<file path="src/rtl/psg_write_decoder_if.sv">
// Host-side bus of the SN76489 write port: data pins, /WE strobe, READY and the
// decoded register outputs that feed the tone, noise and attenuator blocks.
interface psg_write_decoder_if #(
  parameter int COUNTER_BITS = 10
);
  // Handshake: the host drops we_n with data_in already valid and holds data_in
  // for at least SYNC_STAGES+2 clocks. Only a falling edge seen while ready=1 is
  // a write; ready stays low for BUSY_CYCLES clocks after every accepted write.
  logic [7:0]              data_in;
  logic                    we_n;
  logic                    ready;
  logic [COUNTER_BITS-1:0] tone_freq_0;
  logic [COUNTER_BITS-1:0] tone_freq_1;
  logic [COUNTER_BITS-1:0] tone_freq_2;
  logic [3:0]              attenuation_0;
  logic [3:0]              attenuation_1;
  logic [3:0]              attenuation_2;
  logic [3:0]              attenuation_3;
  logic [2:0]              noise_control;
  logic                    restart_noise;

  modport master (
    output data_in, we_n,
    input  ready, tone_freq_0, tone_freq_1, tone_freq_2,
    input  attenuation_0, attenuation_1, attenuation_2, attenuation_3,
    input  noise_control, restart_noise
  );

  modport slave (
    input  data_in, we_n,
    output ready, tone_freq_0, tone_freq_1, tone_freq_2,
    output attenuation_0, attenuation_1, attenuation_2, attenuation_3,
    output noise_control, restart_noise
  );
endinterface

</file>
<file path="src/rtl/psg_write_decoder.sv">
// SN76489 write decoder: synchronises /WE, decodes latch/data bytes into tone
// periods, attenuations and noise control, and paces the host with READY.
module psg_write_decoder #(
  parameter int COUNTER_BITS = 10,
  parameter int SYNC_STAGES  = 2,
  parameter int BUSY_CYCLES  = 32
) (
  input  logic                clk,
  input  logic                rst_n,
  psg_write_decoder_if.slave  bus
);
  localparam int BW = $clog2(BUSY_CYCLES + 1);
  localparam logic [BW-1:0] BUSY_LOAD = BW'(BUSY_CYCLES);

  logic [SYNC_STAGES-1:0]  sync_q;
  logic                    edge_q;
  logic                    we_sync;
  logic                    write_det;
  logic                    accept;

  logic [COUNTER_BITS-1:0] tone_q [0:2];
  logic [COUNTER_BITS-1:0] tone_d [0:2];
  logic [3:0]              att_q  [0:3];
  logic [3:0]              att_d  [0:3];
  logic [2:0]              noise_q, noise_d;
  logic [2:0]              addr_q, addr_d;
  logic                    restart_q, restart_d;
  logic [BW-1:0]           busy_q, busy_d;
  logic                    ready_q, ready_d;
  logic [2:0]              sel;
  logic [1:0]              ch;

  assign we_sync   = sync_q[SYNC_STAGES-1];
  assign write_det = edge_q & ~we_sync;
  assign accept    = write_det & ready_q;

  always_ff @(posedge clk or negedge rst_n) begin
    if (!rst_n) begin
      sync_q <= '1;
      edge_q <= 1'b1;
    end else begin
      sync_q <= {sync_q[SYNC_STAGES-2:0], bus.we_n};
      edge_q <= we_sync;
    end
  end

  // A latch byte carries its own address; a data byte reuses the held one.
  always_comb begin
    tone_d    = tone_q;
    att_d     = att_q;
    noise_d   = noise_q;
    addr_d    = addr_q;
    restart_d = 1'b0;
    busy_d    = busy_q;
    sel       = bus.data_in[7] ? bus.data_in[6:4] : addr_q;
    ch        = sel[2:1];
    if (busy_q != '0) busy_d = busy_q - 1'b1;
    if (accept) begin
      busy_d = BUSY_LOAD;
      if (bus.data_in[7]) addr_d = bus.data_in[6:4];
      if (sel[0]) begin
        att_d[ch] = bus.data_in[3:0];
      end else if (ch == 2'd3) begin
        noise_d   = bus.data_in[2:0];
        restart_d = 1'b1;
      end else if (bus.data_in[7]) begin
        tone_d[ch][3:0] = bus.data_in[3:0];
      end else begin
        tone_d[ch][COUNTER_BITS-1:4] = bus.data_in[5:0];
      end
    end
    ready_d = (busy_d == '0);
  end

  always_ff @(posedge clk or negedge rst_n) begin
    if (!rst_n) begin
      tone_q    <= '{default: '0};
      att_q     <= '{default: 4'hF};
      noise_q   <= 3'b000;
      addr_q    <= 3'b000;
      restart_q <= 1'b0;
      busy_q    <= '0;
      ready_q   <= 1'b1;
    end else begin
      tone_q    <= tone_d;
      att_q     <= att_d;
      noise_q   <= noise_d;
      addr_q    <= addr_d;
      restart_q <= restart_d;
      busy_q    <= busy_d;
      ready_q   <= ready_d;
    end
  end

  assign bus.ready         = ready_q;
  assign bus.tone_freq_0   = tone_q[0];
  assign bus.tone_freq_1   = tone_q[1];
  assign bus.tone_freq_2   = tone_q[2];
  assign bus.attenuation_0 = att_q[0];
  assign bus.attenuation_1 = att_q[1];
  assign bus.attenuation_2 = att_q[2];
  assign bus.attenuation_3 = att_q[3];
  assign bus.noise_control = noise_q;
  assign bus.restart_noise = restart_q;
endmodule

</file>
<file path="src/flat_wrapper.sv">
// flat-port wrapper written by rule: the top's interface ports become plain ports
module psg_write_decoder_flat 
#(
  parameter int COUNTER_BITS = 10,
  parameter int SYNC_STAGES  = 2,
  parameter int BUSY_CYCLES  = 32
)
  (clk, rst_n, bus_data_in, bus_we_n, bus_ready, bus_tone_freq_0, bus_tone_freq_1, bus_tone_freq_2, bus_attenuation_0, bus_attenuation_1, bus_attenuation_2, bus_attenuation_3, bus_noise_control, bus_restart_noise);
  psg_write_decoder_if #(.COUNTER_BITS(COUNTER_BITS)) bus_i ();
  input  logic clk;
  input  logic rst_n;
  input wire logic [$bits(bus_i.data_in)-1:0] bus_data_in;
  input wire logic [$bits(bus_i.we_n)-1:0] bus_we_n;
  output wire logic [$bits(bus_i.ready)-1:0] bus_ready;
  output wire logic [$bits(bus_i.tone_freq_0)-1:0] bus_tone_freq_0;
  output wire logic [$bits(bus_i.tone_freq_1)-1:0] bus_tone_freq_1;
  output wire logic [$bits(bus_i.tone_freq_2)-1:0] bus_tone_freq_2;
  output wire logic [$bits(bus_i.attenuation_0)-1:0] bus_attenuation_0;
  output wire logic [$bits(bus_i.attenuation_1)-1:0] bus_attenuation_1;
  output wire logic [$bits(bus_i.attenuation_2)-1:0] bus_attenuation_2;
  output wire logic [$bits(bus_i.attenuation_3)-1:0] bus_attenuation_3;
  output wire logic [$bits(bus_i.noise_control)-1:0] bus_noise_control;
  output wire logic [$bits(bus_i.restart_noise)-1:0] bus_restart_noise;
  assign bus_i.data_in = bus_data_in;
  assign bus_i.we_n = bus_we_n;
  assign bus_ready = bus_i.ready;
  assign bus_tone_freq_0 = bus_i.tone_freq_0;
  assign bus_tone_freq_1 = bus_i.tone_freq_1;
  assign bus_tone_freq_2 = bus_i.tone_freq_2;
  assign bus_attenuation_0 = bus_i.attenuation_0;
  assign bus_attenuation_1 = bus_i.attenuation_1;
  assign bus_attenuation_2 = bus_i.attenuation_2;
  assign bus_attenuation_3 = bus_i.attenuation_3;
  assign bus_noise_control = bus_i.noise_control;
  assign bus_restart_noise = bus_i.restart_noise;
  psg_write_decoder #(.COUNTER_BITS(COUNTER_BITS), .SYNC_STAGES(SYNC_STAGES), .BUSY_CYCLES(BUSY_CYCLES)) u_core (.clk(clk), .rst_n(rst_n), .bus(bus_i));
endmodule
</file>
<file path="config.mk">
export PLATFORM = sky130hd
export DESIGN_NAME = psg_write_decoder_flat
export DESIGN_NICKNAME = d
export VERILOG_FILES = /design/src/rtl/psg_write_decoder_if.sv /design/src/rtl/psg_write_decoder.sv /design/src/flat_wrapper.sv
export SDC_FILE = /design/constraint.sdc
export NUM_CORES = 1
export LEC_CHECK = 0
export CORE_ASPECT_RATIO = 1.4
export CORE_UTILIZATION = 45
export DETAILED_ROUTE_END_ITERATION = 7
export GPL_TIMING_DRIVEN = 0
export HOLD_SLACK_MARGIN = 0.12
export PLACE_DENSITY = 0.73
export SYNTH_ARGS = -nofsm -noshare
export SYNTH_HDL_FRONTEND = slang
export SYNTH_SLANG_ARGS = --single-unit
</file>
<file path="constraint.sdc">
create_clock -name clk -period 1.7 [get_ports clk]
set_input_delay 0.34 -clock clk [delete_from_list [all_inputs] [get_ports clk]]
set_output_delay 0.34 -clock clk [all_outputs]
set_load 0.01 [all_outputs]
</file>
==> results of run 1 <==
==> cells by family after synthesis <==
logic type                 after synthesis  share of synthesized area, %
AOI/OAI and AO/OA                       10                          2.44
and+or+nand+nor                         40                          9.98
adders and majority gates                2                         0.937
buffers and inverters                   13                          3.23
xor gates and xnor gates                 4                          1.31
muxes                                   51                          22.2
DFF                                     63                          60.0
==> placed cells by master, fill, tap and decap left out, drive strengths merged <==
cell type | synthesis | routed
xor2 | 1 | 1
a31oi | 4 | 4
mux2i | 1 | 1
a211oi | 1 | 1
buf | 1 | 14
inv | 4 | 4
nor2 | 11 | 11
mux2 | 50 | 50
nor3 | 4 | 4
nor3b | 3 | 3
clkdlybuf4s50 | 0 | 39
nand3 | 1 | 1
dfrtp | 43 | 43
dlygate4sd3 | 0 | 1
and3b | 1 | 1
ha | 2 | 2
o21ai | 3 | 3
dlymetal6s2s | 0 | 1
nand3b | 4 | 4
xnor2 | 3 | 3
nand2b | 2 | 2
clkbuf | 5 | 15
dfstp | 20 | 20
and2b | 1 | 1
clkinv | 0 | 5
a21boi | 1 | 1
a311o | 1 | 1
or2 | 1 | 1
nand2 | 7 | 7
dlygate4sd2 | 0 | 19
and3 | 1 | 1
nand4 | 1 | 1
nor4 | 3 | 3
dlygate4sd1 | 3 | 3
==> metal layers <==
layer	wire length [um]	share of wire, %	vias to the layer above	track usage (%)
li1	-	-	813	-
met1	2260	42	874	24.6
met2	2790	52	35	30.5
met3	230	4.3	6	6.83
met4	76	1.4	0	7.62
met5	0	0	-	0
==> flip-flops by register name, summed over array words and instances (netlist names) <==
register and flops:
u_core.bus.tone_freq_0 10, u_core.bus.tone_freq_1 10, u_core.bus.tone_freq_2 10, u_core.busy_q 6, u_core.bus.attenuation_0 4, u_core.bus.attenuation_1 4, u_core.bus.attenuation_2 4, u_core.bus.attenuation_3 4
u_core.addr_q 3, u_core.bus.noise_control 3, u_core.sync_q 2, u_core.bus.ready 1, u_core.bus.restart_noise 1, u_core.edge_q 1
==> area by class of cell <==
| class | count | area, sq um | area share, % |
|---|---|---|---|
| Multi-Input combinational cell | 107 | 1060 | 28.8 |
| Timing Repair Buffer | 73 | 703 | 19.1 |
| Clock buffer | 11 | 131 | 3.56 |
| Tap cell | 68 | 85.1 | 2.31 |
| Inverter | 4 | 15.0 | 0.407 |
| Sequential cell | 63 | 1600 | 43.4 |
| Clock inverter | 5 | 25.0 | 0.678 |
| Buffer | 8 | 67.6 | 1.83 |
==> synth_stat cells (2+ instances only) <==
| library cell | number |
|---|---|
| nor4_4 | 3 |
| a31oi_1 | 4 |
| dfstp_2 | 20 |
| nor3b_1 | 3 |
| nor2_1 | 11 |
| mux2_4 | 4 |
| dlygate4sd1_1 | 3 |
| nand2_1 | 7 |
| inv_1 | 4 |
| ha_1 | 2 |
| nand3b_1 | 4 |
| mux2_2 | 46 |
| nor3_1 | 4 |
| xnor2_1 | 3 |
| o21ai_0 | 3 |
| dfrtp_1 | 43 |
| clkbuf_1 | 2 |
==> per-stage QoR <==
stage	total power, mW	setup WS, ps
after CTS	4.52	-60.0
after global placement	3.43	-1690
after global routing	4.77	-166
after detailed placement	3.48	-553
final	4.49	-104
after floorplan	2.82	13.0
==> repair_timing <==
item / 4_1_cts / 5_1_grt
gates cloned: 0 / 0
buffers inserted: 8 / 3
hold buffers: 1 / 0
hold endpoints to repair: 16 / 0
setup endpoints to repair: 66 / 31
gates resized for setup: 31 / 9
pin swaps: 4 / 4
==> how the worst min path moves through the flow <==
stage / startpoint / to / depth (start not counted)
after floorplan: rst_n / u_core.addr_q[0] / 0
after global placement: u_core.sync_q[0] / u_core.sync_q[1] / 0
after detailed placement: u_core.sync_q[0] / u_core.sync_q[1] / 0
after CTS: u_core.sync_q[0] / u_core.sync_q[1] / 0
after global routing: u_core.sync_q[0] / u_core.sync_q[1] / 0
final: u_core.sync_q[0] / u_core.sync_q[1] / 0
==> report_power, final <==
group	total, mW	internal (mW)	switching [mW]
Sequential	2.09	1.89	0.203
Clock	1.05	0.516	0.534
Combinational	1.34	0.766	0.578
Total	4.49	3.17	1.32
==> worst max-delay path, stage by stage (launching register included) <==
cell and delay (ps):
dfstp_2 540, and3b_2 240, nand2_4 80, buf_12 130
nor4_4 200, buf_4 190, mux2_4 300
==> flow_metrics.env, run 1 <==
export IMPL_worst_pin_slew_ps=650
export IMPL_rr_endpoint="u_core.bus.tone_freq_0[2]"
export IMPL_chipWidth_um=67.1
export IMPL_dp_hpwl_um=3670
export IMPL_critPathArrivalTime_ps=2020
export IMPL_antenna_found_initial=0
export IMPL_setup_tns_ps=-642
export IMPL_slew_headroom_pct=56.7
export IMPL_design_area_sq_um=3690
export IMPL_r2r_slack_ps=-100
export IMPL_core_area_sq_um=5610
export IMPL_status="complete, but fails checks"
export IMPL_start_util_pct=47.7
export IMPL_violations="negative setup slack"
export IMPL_final_util_pct=65.8
export IMPL_wl_per_cell_um=15.8
export IMPL_num_nets_final=279
export IMPL_ant_nets=0
export IMPL_yosysUniqueCellTypes=34
export IMPL_drt_total_wl_um=5360
export IMPL_dp_cells=312
export IMPL_grt_pass1_wl_um=8870
export IMPL_drt_iter0_markers=65
export IMPL_ios=62
export IMPL_gp_congestion=0.803
export IMPL_drv_slew=0
export IMPL_syn_num_nets=196
export IMPL_maxCapViolCount=0
export IMPL_max_vdd_ir_drop_uv=724
export IMPL_vias=1728
export IMPL_startpoint="u_core.bus.ready"
export IMPL_clk_latency_ps=330
export IMPL_synthFlopType="dfrtp_1"
export IMPL_hold_viol=0
export IMPL_cts_root_buf="clkbuf_8"
export IMPL_stdcell_count=339
export IMPL_dpl_cell_area_sq_um=3380
export IMPL_p_leak_nw=1.75
export IMPL_endpoint_kind="flop"
export IMPL_post_route_period_util_pct=106
export IMPL_crit_type="reg2reg"
export IMPL_hold_class="reg2reg"
export IMPL_r2r_start="u_core.bus.ready"
export IMPL_crit_end="u_core.bus.tone_freq_0[2]"
export IMPL_cp_max_fo=4
export IMPL_routed_via_density=5.10
export IMPL_period_needed_ps=1800
export IMPL_antennaDiodeCount=0
export IMPL_synth_edff_count=0
export IMPL_grt_setup_unrepaired="true"
export IMPL_setup_viol=14
export IMPL_cts_tree="yes"
export IMPL_postSynthCellCount=183
export IMPL_drtPass1Iterations=6
export IMPL_grt_total_usage_pct=19.6
export IMPL_syn_avg_cell_area_sq_um=14.6
export IMPL_synth_area_top_cells="dfrtp_1, dfstp_2, mux2_2, nor4_4, mux2_4"
export IMPL_max_clock_freq_mhz=554
export IMPL_setup_ws_ps=-104
export IMPL_p_per_area_nw_per_um2=1220
export IMPL_grt_max_degree=36
export IMPL_grt_pass1_vias=1777
export IMPL_die_height_um=93.2
export IMPL_fillCellCount=436
export IMPL_drc_errors=0
export IMPL_required_ps=1910
export IMPL_clock_sinks=63
export IMPL_synthArstFlopShare_pct=100
export IMPL_drive_gt1_share_pct=42.1
export IMPL_gr_total_overflow=0
export IMPL_hold_slack_ps=358
export IMPL_rows=32
export IMPL_io_buffers=60
export IMPL_clock_path_buffers=2
export IMPL_h_tree_depth=3
export IMPL_synth_area_sq_um=2670
export IMPL_ff2ff_path_depth=6
export IMPL_synth_top_area_share_pct=40.3
export IMPL_synth_area_leader_cell="dfrtp_1"
export IMPL_cts_clk_slew_worst_paths_ps=70
export IMPL_synth_warnings=0
export IMPL_ys_seq_area_share_pct=60.0
export IMPL_ys_ff_latch=63
export IMPL_finalClockSkew_ps=6.48
export IMPL_syn2layout_area_growth_pct=38.1
export IMPL_start_kind="flop"
export IMPL_dieArea_sq_um=6250
export IMPL_numCtsBuffers=9
Note: power is estimated with default switching activity, not from simulation.
==> inputs of run 2 (changes only) <==
- CORE_UTILIZATION: 45 -> 49
- PLACE_DENSITY: 0.73 -> 0.76
- clock period: 1.7 -> 1.67 ns (I/O delays scaled with it)
==> run 2 against run 1 <==
Net effect: the flow still finishes with violations (negative setup slack); die area down 8.0%; final area up 0.37%; via count down 2.1%; largest power group unchanged; clock power up 26%; routed wire length up 2.2%; critical path type unchanged; combinational power about the same; utilization up 5.4 points.
==> flow_metrics.env, run 2 (synthesis gave the netlist of run 1 again) <==
export IMPL_status="complete, but fails checks"
export IMPL_violations="negative setup slack"
export IMPL_final_common_cell="dfrtp_1"
export IMPL_cts_root_buf="clkbuf_8"
export IMPL_layout_common_cells="dfrtp_1, clkdlybuf4s50_1, mux2_2, dfstp_2, dlygate4sd2_1"
export IMPL_post_route_period_util_pct=101
export IMPL_regArea_sq_um=1600
export IMPL_grt_max_degree=34
export IMPL_cp_cell_sequence="and3b_2 -> buf_6 -> nand2b_4 -> and2b_2 -> mux2_2"
export IMPL_core_area_sq_um=5200
export IMPL_drt_total_wl_um=5480
export IMPL_clk_latency_ps=330
export IMPL_grt_total_usage_pct=20.5
export IMPL_period_needed_ps=1690
export IMPL_hold_viol=0
export IMPL_ios=62
export IMPL_slew_headroom_pct=53.7
export IMPL_wl_per_cell_um=16.4
export IMPL_critPathArrivalTime_ps=1950
export IMPL_hp_start="u_core.sync_q[0]"
export IMPL_num_nets_final=276
export IMPL_setup_ws_ps=-20.2
export IMPL_cts_clk_slew_worst_paths_ps=60
export IMPL_ant_nets=0
export IMPL_clock_sinks=63
export IMPL_rows=31
export IMPL_setup_viol=3
export IMPL_start_util_pct=51.4
export IMPL_chipWidth_um=64.4
export IMPL_cp_max_fo=5
export IMPL_h_tree_depth=3
export IMPL_power_share_sequential_pct=44.4
export IMPL_required_ps=1930
export IMPL_crit_slowest_cell="dfstp_2"
export IMPL_p_leak_nw=1.76
export IMPL_drive_gt1_share_pct=41.8
export IMPL_numCtsBuffers=9
export IMPL_gr_total_overflow=0
export IMPL_clkPwrFrac_pct=27.2
export IMPL_grt_pass1_vias=1675
export IMPL_io_buffers=60
export IMPL_setup_tns_ps=-57.4
export IMPL_antenna_found_initial=0
export IMPL_vias=1691
export IMPL_final_util_pct=71.3
export IMPL_finalClockSkew_ps=6.13
export IMPL_fillCellCount=386
export IMPL_clock_path_buffers=2
export IMPL_startpoint="u_core.bus.ready"
export IMPL_max_vdd_ir_drop_uv=718
export IMPL_gp_congestion=0.801
export IMPL_r2r_start="u_core.bus.ready"
export IMPL_drv_slew=0
export IMPL_cts_tree="yes"
export IMPL_max_clock_freq_mhz=592
export IMPL_die_height_um=89.4
export IMPL_switchingPower_mw=1.36
export IMPL_hold_class="reg2reg"
export IMPL_critPathMaxStageDelay_ps=540
export IMPL_worst_pin_slew_ps=695
export IMPL_routed_via_density=5.06
export IMPL_dieArea_sq_um=5760
export IMPL_antennaDiodeCount=0
export IMPL_swShare_pct=28.2
export IMPL_grt_pass1_wl_um=8500
export IMPL_multiInputGateArea_sq_um=1060
export IMPL_grt_setup_unrepaired="true"
export IMPL_drtPass1Iterations=4
export IMPL_p_int_mw=3.47
export IMPL_p_comb_share_pct=28.4
export IMPL_syn2layout_area_growth_pct=38.6
export IMPL_start_kind="flop"
export IMPL_drc_errors=0
export IMPL_crit_type="reg2reg"
export IMPL_drt_iter0_markers=90
export IMPL_p_per_area_nw_per_um2=1300
export IMPL_endpoint_kind="flop"
export IMPL_dp_hpwl_um=3730
export IMPL_maxCapViolCount=0
run 2: what timing repair did:
item,in CTS,in global routing
endpoints found under the hold margin,11,0
hold buffers,1,0
endpoints found under the setup margin,66,28
gates resized for setup,26,16
buffers inserted,5,4
pin swaps,4,2
run 2: final cells by class:
type                    instances  share of cell area, %
well taps                      66                   2.23
flip-flops and latches         63                   43.2
inverters                       4                  0.405
plain buffers                   7                   1.52
clock buffers                  13                   4.29
multi-input cells             107                   28.7
clock inverters                 3                   1.11
repair buffers                 71                   18.4
run 2: per-layer routing:
metal | wire length, um | track usage (%)
met3 | 239 | 5.36
met2 | 2890 | 33.8
met4 | 78 | 10.9
met1 | 2280 | 24.8
met5 | 0 | 0
run 2: power by group through the flow:
stage | Combinational (mW) | Clock (mW) | Sequential [mW]
finish | 1.37 | 1.32 | 2.14
global route | 1.50 | 1.40 | 2.18
CTS | 1.35 | 1.34 | 2.14
detailed placement | 1.38 | 0 | 2.16
global placement | 1.34 | 0 | 2.15
floorplan | 0.631 | 0 | 2.24
run 2: worst paths after layout:
path	to	slack [ps]	depth (start not counted)
min	u_core.sync_q[1]	360	0
max	u_core.bus.attenuation_3[3]	-20	5
max in group asynchronous	u_core.bus.attenuation_1[3]	410	3
min reg2reg	u_core.sync_q[1]	360	0
min in group asynchronous	u_core.busy_q[4]	580	2
max reg2reg	u_core.bus.attenuation_3[3]	-20	5
run 2: critical path: cells and delay by family (launching register included):
kind / cells / cell delay, ps
AND/OR/NAND/NOR: 3 / 610
buffers and inverters: 1 / 140
multiplexers: 1 / 340
flip-flops: 1 / 540
run 2: stage by stage:
step | area (sq um) | hold slack (ps) | power (mW) | cells | setup WS [ps]
global placement | 3360 | 348 | 3.49 | 309 | -1730
finish | 3700 | 364 | 4.83 | 334 | -20.2
floorplan | 2680 | 38.4 | 2.87 | 183 | 28.5
global route | 3700 | 371 | 5.08 | 334 | -62.6
detailed placement | 3380 | 348 | 3.54 | 310 | -608
CTS | 3630 | 368 | 4.83 | 331 | -80.9
==> edit (settings of run 1) <==
Reset style: synchronous (`rst_n`), changed in 2 clocked blocks.
--- a/src/rtl/psg_write_decoder.sv
+++ b/src/rtl/psg_write_decoder.sv
@@ -36,3 +36,3 @@
 
-  always_ff @(posedge clk or negedge rst_n) begin
+  always_ff @(posedge clk) begin
     if (!rst_n) begin
@@ -74,3 +74,3 @@
 
-  always_ff @(posedge clk or negedge rst_n) begin
+  always_ff @(posedge clk) begin
     if (!rst_n) begin
Formal check against the unedited RTL: differs if rst_n is asserted again (counterexample within 4 cycles, from zero or initial values and one cycle with rst_n low); with rst_n held inactive, the same outputs for 10 cycles.
==> edit against run 1 <==
Routed wire length up 7.4%. Final area decreased by 4.2%. Sequential cell count unchanged. Die area fell by 2.9%. Via count increased by 19%. Setup slack gained 0.19 ns. Count of clock-buffer cells in the layout is 1 lower. Area after synthesis fell by 3.0%.
Power is not compared: it rests on default switching activity, and its combinational part moved more than twofold at a synthesized area within 25%.
==> edit: results (changes against run 1) <==
yosys:
  synthAdderAreaFrac_pct: 0.9653  # was 0.9368%
  synth.mux.area_fraction_pct: 17.18  # was 22.15%
  ys_warn_count: 0  # unchanged
  synth.area.top_cells: "dfxtp_1 (49%), mux2i_1 (17%), nand2_1 (5.8%)"  # was dfrtp_1 (40%), dfstp_2 (20%), mux2_2 (19%)
  synth-xor-area-share_pct: 1.351  # was 1.311%
  ys_seq_area_share_pct: 48.65  # was 59.95%
  synth_nets: 271  # was 196
  ys_types: 35  # was 34
  synth_compound_area_share_pct: 6.033  # was 2.436%
  synth_commonest_cells: "dfxtp_1 (63), mux2i_1 (43), nand2_1 (40)"  # was mux2_2 (46), dfrtp_1 (43), dfstp_2 (20)
  async_flop_share_pct: 0  # was 100.0%
  avgSynthCellArea_um2: 10.05  # was 14.60 um^2
routing:
  dr_wl_met3_um: 324  # was 230 um
  drt-total-wl_mm: 5.758  # was 5.361 mm
  wl_met1_mm: 2.423  # was 2.262 mm
  dr_wl_met2_mm: 2.845  # was 2.792 mm
  drt_iter0_markers: 77  # was 65
  via_per_inst: 5.117  # was 5.097
global_routing:
  use_met2_pct: 33.76  # was 30.50%
  grt_pass1_vias: 1941  # was 1777
  met1_usage_pct: 24.43  # was 24.56%
  met3_usage_pct: 5.721  # was 6.829%
  grt_max_degree: 12  # was 36
  grt.total_usage_pct: 20.64  # was 19.59%
cells_and_area:
  final_cell_count_no_fill: 402  # was 339
  area_growth_pct: 36.29  # was 38.13%
  drive_gt1_share_pct: 11.98  # was 42.07%
  fillCellCount: 490  # was 436
  nets: 342  # was 279
clock_tree:
  post_cts_buffers: 0  # was 8
  cts-resized-gates: 8  # was 31
  clockBufferDepth: 2  # unchanged
critical_path:
  r2r_end: "u_core.bus.tone_freq_2[7]"  # was u_core.bus.tone_freq_0[2]
  reg2reg_depth: 5  # was 6
  cp-startpoint: "u_core.addr_q[2]"  # was u_core.bus.ready
  rrSetupSlack_ns: 0.08  # was -0.10 ns
  worstPathArrival_ns: 1.85  # was 2.02 ns
  crit_fanout: 6  # was 4
worst_hold_path:
  hp-start: "rst_n"  # was u_core.sync_q[0]
  min_path_cells: 2  # was 0
  holdPathEnd: "u_core.edge_q"  # was u_core.sync_q[1]
outcome:
  status: "complete, no violations"  # was finished, violations left
placement:
  place_ws_ns: -0.5859  # was -0.5533 ns
  placed_cells: 384  # was 312
  portBuffers: 58  # was 60
  place_congestion: 0.8384  # was 0.8033
  placed_area_um2: 3258  # was 3376 um^2
  hpwl_mm: 4.020  # was 3.667 mm
sta:
  fin_skew_ns: 0.005983  # was 0.006477 ns
  whs_ns: 0.3744  # was 0.3576 ns
  worst_slew_pin_slew_ns: 0.6010  # was 0.6495 ns
  post-route-min-period_ns: 1.619  # was 1.804 ns
power:
  power_mw: 3.483
[edit: cell count changes after synthesis, moves of 4 or more]
cell,delta
a211oi_2,+4
a21boi_0,+5
buf_2,+4
clkbuf_1,+10
dfrtp_1,-43
dfstp_2,-20
dfxtp_1,+63
mux2_2,-46
mux2i_1,+43
nand2_1,+33
nand3_1,+10
nor2_1,-5
nor2b_1,+21
[edit: cell type report]
| cell class | instances | share of cell area (%) |
|---|---|---|
| Multi-Input combinational cell | 176 | 37.00 |
| Sequential cell | 63 | 35.76 |
| Clock buffer | 10 | 3.612 |
| Tap cell | 68 | 2.408 |
| Timing Repair Buffer | 60 | 16.89 |
| Buffer | 17 | 2.373 |
| Clock inverter | 6 | 1.735 |
| Inverter | 2 | 0.2125 |
[edit: critical path, stage by stage, from the launching register on]
cell	delay [ns]
dfxtp_2	0.37
or3b_4	0.41
or3_1	0.33
buf_4	0.19
mux2i_1	0.16
nor2b_1	0.07
